## src/rtl/freq_bram_acc.sv

```systemverilog
// Multi-channel frequency-bin RAM: pipelined read-modify-write port with forwarding,
// independent registered read port and a zeroing clear sweep.
module freq_bram_acc #(
    parameter int unsigned addr_w   = 7,
    parameter int unsigned data_w   = 8,
    parameter int unsigned CHANNELS = 2,
    parameter bit          SAT      = 1'b1,
    parameter              FILE     = ""
) (
    input  logic                         clk,
    input  logic                         reset_n,
    input  logic                         clear,
    output logic                         busy,
    input  logic                         rmw_en,
    output logic                         rmw_ready,
    input  logic                         rmw_op,
    input  logic [addr_w-1:0]            rmw_addr,
    input  logic [CHANNELS*data_w-1:0]   rmw_delta,
    output logic                         res_valid,
    output logic [addr_w-1:0]            res_addr,
    output logic [CHANNELS*data_w-1:0]   res_data,
    output logic                         ovf,
    input  logic                         r_en,
    input  logic [addr_w-1:0]            r_addr,
    output logic [CHANNELS*data_w-1:0]   r_data
);

    localparam int unsigned DEPTH = 1 << addr_w;
    localparam int unsigned BUS_W = CHANNELS * data_w;

    typedef enum logic {IDLE, CLEAR} state_t;

    logic [BUS_W-1:0]  mem [DEPTH];
    state_t            state;
    logic [addr_w-1:0] cnt;

    logic              s1_valid;
    logic              s1_op;
    logic [addr_w-1:0] s1_addr;
    logic [BUS_W-1:0]  s1_delta;
    logic [BUS_W-1:0]  s1_stored;

    logic [BUS_W-1:0]  result_c;
    logic              ovf_c;
    logic              accept;

    assign rmw_ready = ~busy;
    assign accept    = rmw_en & ~busy;

    // Per-channel add/overwrite of the stage-1 operand; no carry crosses channels.
    always_comb begin
        result_c = '0;
        ovf_c    = 1'b0;
        for (int c = 0; c < int'(CHANNELS); c++) begin
            logic [data_w-1:0] ch_s;
            logic [data_w-1:0] ch_d;
            logic [data_w:0]   ch_sum;
            ch_s   = s1_stored[c*data_w +: data_w];
            ch_d   = s1_delta[c*data_w +: data_w];
            ch_sum = {ch_s[data_w-1], ch_s} + {ch_d[data_w-1], ch_d};
            if (s1_op) begin
                result_c[c*data_w +: data_w] = ch_d;
            end else if (ch_sum[data_w] != ch_sum[data_w-1]) begin
                ovf_c = 1'b1;
                if (SAT) begin
                    result_c[c*data_w +: data_w] = ch_sum[data_w] ? {1'b1, {(data_w-1){1'b0}}}
                                                                  : {1'b0, {(data_w-1){1'b1}}};
                end else begin
                    result_c[c*data_w +: data_w] = ch_sum[data_w-1:0];
                end
            end else begin
                result_c[c*data_w +: data_w] = ch_sum[data_w-1:0];
            end
        end
    end

    // Sweep FSM, RMW stage 1, result outputs, sticky overflow and read port.
    always_ff @(posedge clk) begin
        if (!reset_n) begin
            state     <= IDLE;
            busy      <= 1'b0;
            cnt       <= '0;
            s1_valid  <= 1'b0;
            s1_op     <= 1'b0;
            s1_addr   <= '0;
            s1_delta  <= '0;
            s1_stored <= '0;
            res_valid <= 1'b0;
            res_addr  <= '0;
            res_data  <= '0;
            ovf       <= 1'b0;
            r_data    <= '0;
        end else begin
            case (state)
                IDLE: begin
                    if (clear) begin
                        state <= CLEAR;
                        busy  <= 1'b1;
                        cnt   <= '0;
                    end
                end
                CLEAR: begin
                    cnt <= cnt + 1'b1;
                    if (&cnt) begin
                        state <= IDLE;
                        busy  <= 1'b0;
                    end
                end
                default: state <= IDLE;
            endcase

            s1_valid <= accept;
            if (accept) begin
                s1_op    <= rmw_op;
                s1_addr  <= rmw_addr;
                s1_delta <= rmw_delta;
                // A result retiring this edge is newer than the RAM copy.
                s1_stored <= (s1_valid && (s1_addr == rmw_addr)) ? result_c : mem[rmw_addr];
            end

            res_valid <= s1_valid;
            if (s1_valid) begin
                res_addr <= s1_addr;
                res_data <= result_c;
            end

            if (state == CLEAR || (state == IDLE && clear)) begin
                ovf <= 1'b0;
            end else if (s1_valid && ovf_c) begin
                ovf <= 1'b1;
            end

            if (r_en) begin
                r_data <= mem[r_addr];
            end
        end
    end

    // RAM writes: RMW writeback first so a same-edge sweep write to that entry wins.
    always_ff @(posedge clk) begin
        if (reset_n) begin
            if (s1_valid) begin
                mem[s1_addr] <= result_c;
            end
            if (state == CLEAR) begin
                mem[cnt] <= '0;
            end
        end
    end

endmodule

```

## config.mk

```make
export PLATFORM = sky130hd
export DESIGN_NAME = freq_bram_acc
export DESIGN_NICKNAME = d
export VERILOG_FILES = /design/src/rtl/freq_bram_acc.sv
export SDC_FILE = /design/constraint.sdc
export NUM_CORES = 2
export LEC_CHECK = 0
export CAP_MARGIN = 15
export CORE_ASPECT_RATIO = 0.6
export CORE_MARGIN = 2
export CORE_UTILIZATION = 35
export CTS_BUF_LIST = sky130_fd_sc_hd__clkbuf_4
export DETAILED_ROUTE_END_ITERATION = 8
export GPL_TIMING_DRIVEN = 1
export SLEW_MARGIN = 20
export SYNTH_ARGS = -nofsm -noshare
export SYNTH_HDL_FRONTEND = slang
export SYNTH_SLANG_ARGS = --single-unit
```

## constraint.sdc

```tcl
create_clock -name clk -period 4.7 [get_ports clk]
set_clock_uncertainty 0.2 [all_clocks]
set_input_delay 0.94 -clock clk [delete_from_list [all_inputs] [get_ports clk]]
set_output_delay 0.94 -clock clk [all_outputs]
set_load 0.05 [all_outputs]
```

# ---- After elaboration in Yosys (flattened, before gate mapping)
# Memories as Yosys holds them, arrays and structs flattened. A register that Yosys moved wholly into a read port is not among the register bits.
# Index checks and enable logic that the tools add are counted.
dict set report classes {
  n_addsub 3
  eq_ne 4
  mux 24
  n_bitwise 4
  n_reduce_logical 8
}
# cell count
set ops {}
lappend ops {{$mux W8} 6}
lappend ops {{$add A8 B8 Y9} 2}
lappend ops {{$mux W1} 14}
lappend ops {{$pmux W7 S2} 1}
lappend ops {{$add A7 B1 Y7 const B} 1}
lappend ops {{$mux W7} 1}
lappend ops {{$reduce_and A7 Y1} 1}
lappend ops {{$pmux W1 S2} 2}
lappend ops {{$not A1 Y1} 3}
lappend ops {{$logic_and A1 B1 Y1} 2}
lappend ops {{$logic_not A1 Y1} 2}
lappend ops {{$ne A1 B1 Y1} 2}
lappend ops {{$ne A2 B1 Y1 const B} 1}
lappend ops {{$ne A2 B2 Y1 const B} 1}
lappend ops {{$reduce_and A2 Y1} 1}
lappend ops {{$reduce_or A2 Y1} 1}
lappend ops {{$and A1 B1 Y1} 1}
lappend ops {{$logic_or A1 B1 Y1} 1}
dict set report totals {
  register_bits 59
  ramBits 2048
  output_inout_bits 43
  word_cells 55
  mem_count 1
}
# memory depth width rd rd_ports_with_merged_regs wr line
set memory_table {}
lappend memory_table {mem 128 16 2 2 2 33} ;# logic [BUS_W-1:0] mem [DEPTH];

# ---- Depth between registers and ports, before layout
dict set report logic_depth {
  ltp_word 7
  depth_mapped 17
  ltp_nobuf 15
}

# ---- Least setup slack after synthesis
# OpenSTA, ideal clock, no wires.
dict set report synth_timing {
  path_kind {register -> register}
  startpoint {register s1_delta[1]}
  endpoint {memory mem[53][0] (netlist name)}
  setup_time_ps 59
  arrival_time_ps 3392
  t_required_ps 4441
  path_slack_ps 1048
  stages_incl_launch_ff 17
  path_cell_list {dfxtp_1 > ha_1 > a21o_1 > a21oi_1 > o21ai_0 > a21o_1 > a21o_1 > xnor2_1 > ha_1 > inv_1 > nand2_1 > a21o_1 > and3_1 > nor2_1 > buf_2 > buf_1 > a22o_1}
}
# element line
set synth_rtl {}
lappend synth_rtl {{start: declaration} 40} ;# logic [BUS_W-1:0] s1_delta;
lappend synth_rtl {{start signal: assignment} 116} ;# s1_delta <= rmw_delta;
lappend synth_rtl {{end: declaration} 33}

==> results.json <==
{
  "multi_input_comb_area_um2": 59250,
  "cp-start-kind": "flip-flop",
  "synth_top_area_share_pct": 40.24,
  "max_slew_margin_pct": 13.92,
  "crit_buf_inv": 3,
  "numCtsBuffers": 531,
  "grt_pass1_wl_um": 719100,
  "endpoint_kind": "flip-flop",
  "yosys.area.top_type": "dfxtp_1",
  "critical-path-top-delay-family": "buffers and inverters",
  "portBuffers": 78,
  "yosys-top-cells-area": "dfxtp_1 (40%), mux4_2 (25%), a21oi_1 (7.0%), nand2_1 (6.9%), o22ai_1 (4.2%)",
  "intPower_mw": 28.52,
  "crit_fanout": 40,
  "post-route-period-util_pct": 95.29,
  "finalCriticalPeriod_ns": 4.479,
  "wl_per_cell_um": 33.82,
  "cts.sinks": 2139,
  "die_height_um": 431.1,
  "timing.critical_path.from": "s1_delta[0]",
  "clock_path_buffers": 4,
  "crit_end": "mem[67][0]",
  "ys_seq_area_share_pct": 40.24,
  "die_w_um": 715.9,
  "fp.coreArea_um2": 301800,
  "yosysWarnings": 0,
  "drv_slew": 0,
  "layoutNonFillerInstCount": 15430,
  "wl_met1_um": 202300,
  "clkLatencyLatePin_ns": 1.37,
  "wl_met2_um": 188200,
  "slowest_delay_ns": 0.85,
  "cts-resized-gates": 0,
  "stdcell_area_um2": 121600,
  "grt_max_degree": 130,
  "seq_power_share_pct": 45.3,
  "leakage_nw": 42.71,
  "status": "finished, final reports clean",
  "synth_edf_count": 0,
  "async_flop_share_pct": 0,
  "setup_tns_ns": 0,
  "hold_class": "in2reg",
  "synthesis.nets": 10750,
  "critPathMostFrequentCell": "nand2_1",
  "hold_violations": 0,
  "gp_congestion": 1.074,
  "hpwl_um": 371700,
  "maxCapViolCount": 0,
  "dominantRegCellSynth": "dfxtp_1",
  "first_pass_iters": 7,
  "ir_worst_vdd_v": 0.0002805,
  "post_cts_buffers": 0,
  "clkPwrFrac_pct": 39.8,
  "crit_cells": 16,
  "p_comb_share_pct": 14.9,
  "dr.max_layer_used": "met5",
  "vias": 100400,
  "clkTransAtPathRegs_ns": 0.08,
  "power_density_nw_per_um2": 343.3,
  "syn_avg_cell_area_um2": 9.950,
  "placed_area_um2": 114800,
  "dieArea_um2": 308600,
  "wl_met3_um": 110700,
  "setup_slack_ns": 0.2214,
  "r2r_cells": 16,
  "drt-total-wl_um": 522000,
  "cts-root-buf": "clkbuf_4",
  "fillers": 29270,
  "crit_chain": "ha_1 -> inv_1 -> fa_1 -> nor2b_1 -> o31a_1 -> o31ai_1 -> nand2_1 -> nand2_1 -> ha_1 -> inv_1 -> nand2_1 -> a21o_1 -> and3_1 -> or2_2 -> buf_4 -> o21ai_0",
  "cp_slowest_cell": "buf_4",
  "swShare_pct": 31.70,
  "cts_tree": "yes",
  "drive_gt1_share_pct": 25.31,
  "worst_pin_slew_ns": 1.291,
  "post-synth-top-count-cell": "dfxtp_1",
  "ys_ff_latch": 2139,
  "grt_overflow": 0,
  "ff2ff_setup_slack_ns": 0.22,
  "netlist_area_um2": 106400,
  "htreeDepth": 6,
  "setup_viol": 0,
  "ios": 79,
  "criticalPathCategory": "reg2reg",
  "drt-initial-drc-count": 17340,
  "r2r-start": "s1_delta[0]",
  "synth_cells": 10700,
  "nNetsFinal": 11060,
  "seqCellArea_um2": 42820,
  "grtUsageTotal_pct": 32.62,
  "max_freq_mhz": 223.3,
  "drt-vias-per-instance": 6.508,
  "arrival_ns": 5.39,
  "grt_pass1_vias": 92110,
  "ant_nets": 0,
  "rsz0062_at_grt": "false",
  "p_sw_mw": 13.24,
  "r2r_end": "mem[67][0]",
  "worstPathRequired_ns": 5.61,
  "drc": 0,
  "dpl.cell_count": 14480,
  "area_growth_pct": 14.29,
  "pre_cts_ws_ns": 0.1394,
  "initial_core_util_pct": 35.26,
  "total_power_mw": 41.76,
  "synth.distinct_cells": 74,
  "hold_buffers": 13,
  "rows": 156,
  "antenna_found_initial": 46,
  "synth_common_cells": "dfxtp_1 (2139), nand2_1 (1945), a21oi_1 (1488)"
}
[layout make-up]
type / instances / share of cell area, %
diodes: 47 / 0.09670
clock buffers: 752 / 4.642
clock inverters: 137 / 0.7623
inverters: 19 / 0.05864
multi-input cells: 7480 / 48.72
flip-flops and latches: 2139 / 35.21
well taps: 4029 / 4.145
repair buffers: 830 / 6.368
[how the worst min path moves through the flow]
stage	slack [ns]	start	cells past startpoint	end
after detailed placement	0.26	mem[82][3]	2	mem[82][3]
after global routing	0.06	rmw_delta[15]	3	s1_delta[15]
after CTS	0.01	rmw_delta[15]	3	s1_delta[15]
after floorplan	0.23	s1_stored[4]	2	s1_stored[4]
after global placement	0.25	mem[105][6]	2	mem[105][6]
final	0.08	rmw_delta[15]	3	s1_delta[15]
[routing by layer]
metal	up-vias	track usage, %
li1	41060	-
met1	49630	44.66
met2	8570	39.73
met3	1142	21.88
met4	48	10.61
met5	-	2.303
[worst register-to-register path, delay by kind of cell, from the launching register on]
family / cells / cell delay (ns)
buffers and inverters: 3 / 0.98
AND/OR/NAND/NOR: 6 / 0.84
adder cells (fa/ha/maj): 3 / 0.92
flip-flops: 1 / 0.40
AO/OA/AOI/OAI: 4 / 0.93
[sequential cells by signal, summed over array words and instances (netlist names), 7 cells and up]
name       cells
cnt            7
mem         2048
r_data        16
res_addr       7
res_data      16
s1_addr        7
s1_delta      16
s1_stored     16
[per-stage QoR]
step	util (%)	hold slack [ns]
3_5_place_dp	38.04	0.2551
2_1_floorplan	-	0.2292
4_1_cts	40.26	0.01076
5_1_grt	40.29	0.06055
3_3_place_gp	38.04	0.2477
6_report	40.31	0.08187
[power groups by stage]
| stage | clock network, mW | logic (mW) | registers [mW] |
|---|---|---|---|
| 3_5_place_dp | 0 | 5.88 | 19.3 |
| 3_3_place_gp | 0 | 5.84 | 19.3 |
| 4_1_cts | 16.6 | 5.90 | 18.9 |
| 6_report | 16.6 | 6.21 | 18.9 |
| 5_1_grt | 17.6 | 6.20 | 19.0 |
| 2_1_floorplan | 0 | 3.18 | 19.2 |
[cell usage in the layout, fill, tap and decap left out, drive strengths merged, types with 22 or more instances in the layout]
master	netlist	routed
o21ai	262	262
a22oi	51	51
nor4	31	31
nor2b	43	43
mux2i	60	60
a22o	290	290
nand3	34	34
a221oi	22	22
a21oi	1489	1489
diode	0	47
dfxtp	2139	2139
a211oi	233	233
o211ai	23	23
inv	16	27
nand2	1945	1945
mux4	1199	1199
buf	330	751
clkinv	3	108
clkbuf	727	752
clkdlybuf4s50	0	66
o22ai	716	716
nor2	857	857
[logic make-up (layout without fill, tap and decap cells)]
| kind of cell | Yosys count | after routing | synth area share (%) |
|---|---|---|---|
| compound gates | 3152 | 3152 | 17.71 |
| xor+xnor | 13 | 13 | 0.1070 |
| fa+ha+maj | 22 | 22 | 0.2716 |
| buf+inv | 1076 | 1738 | 4.415 |
| flops | 2139 | 2139 | 40.24 |
| mux | 1268 | 1268 | 26.04 |
| other cells | 0 | 47 | 0 |
| simple gates | 3025 | 3025 | 11.22 |
Note: power is estimated with default switching activity, not from simulation.
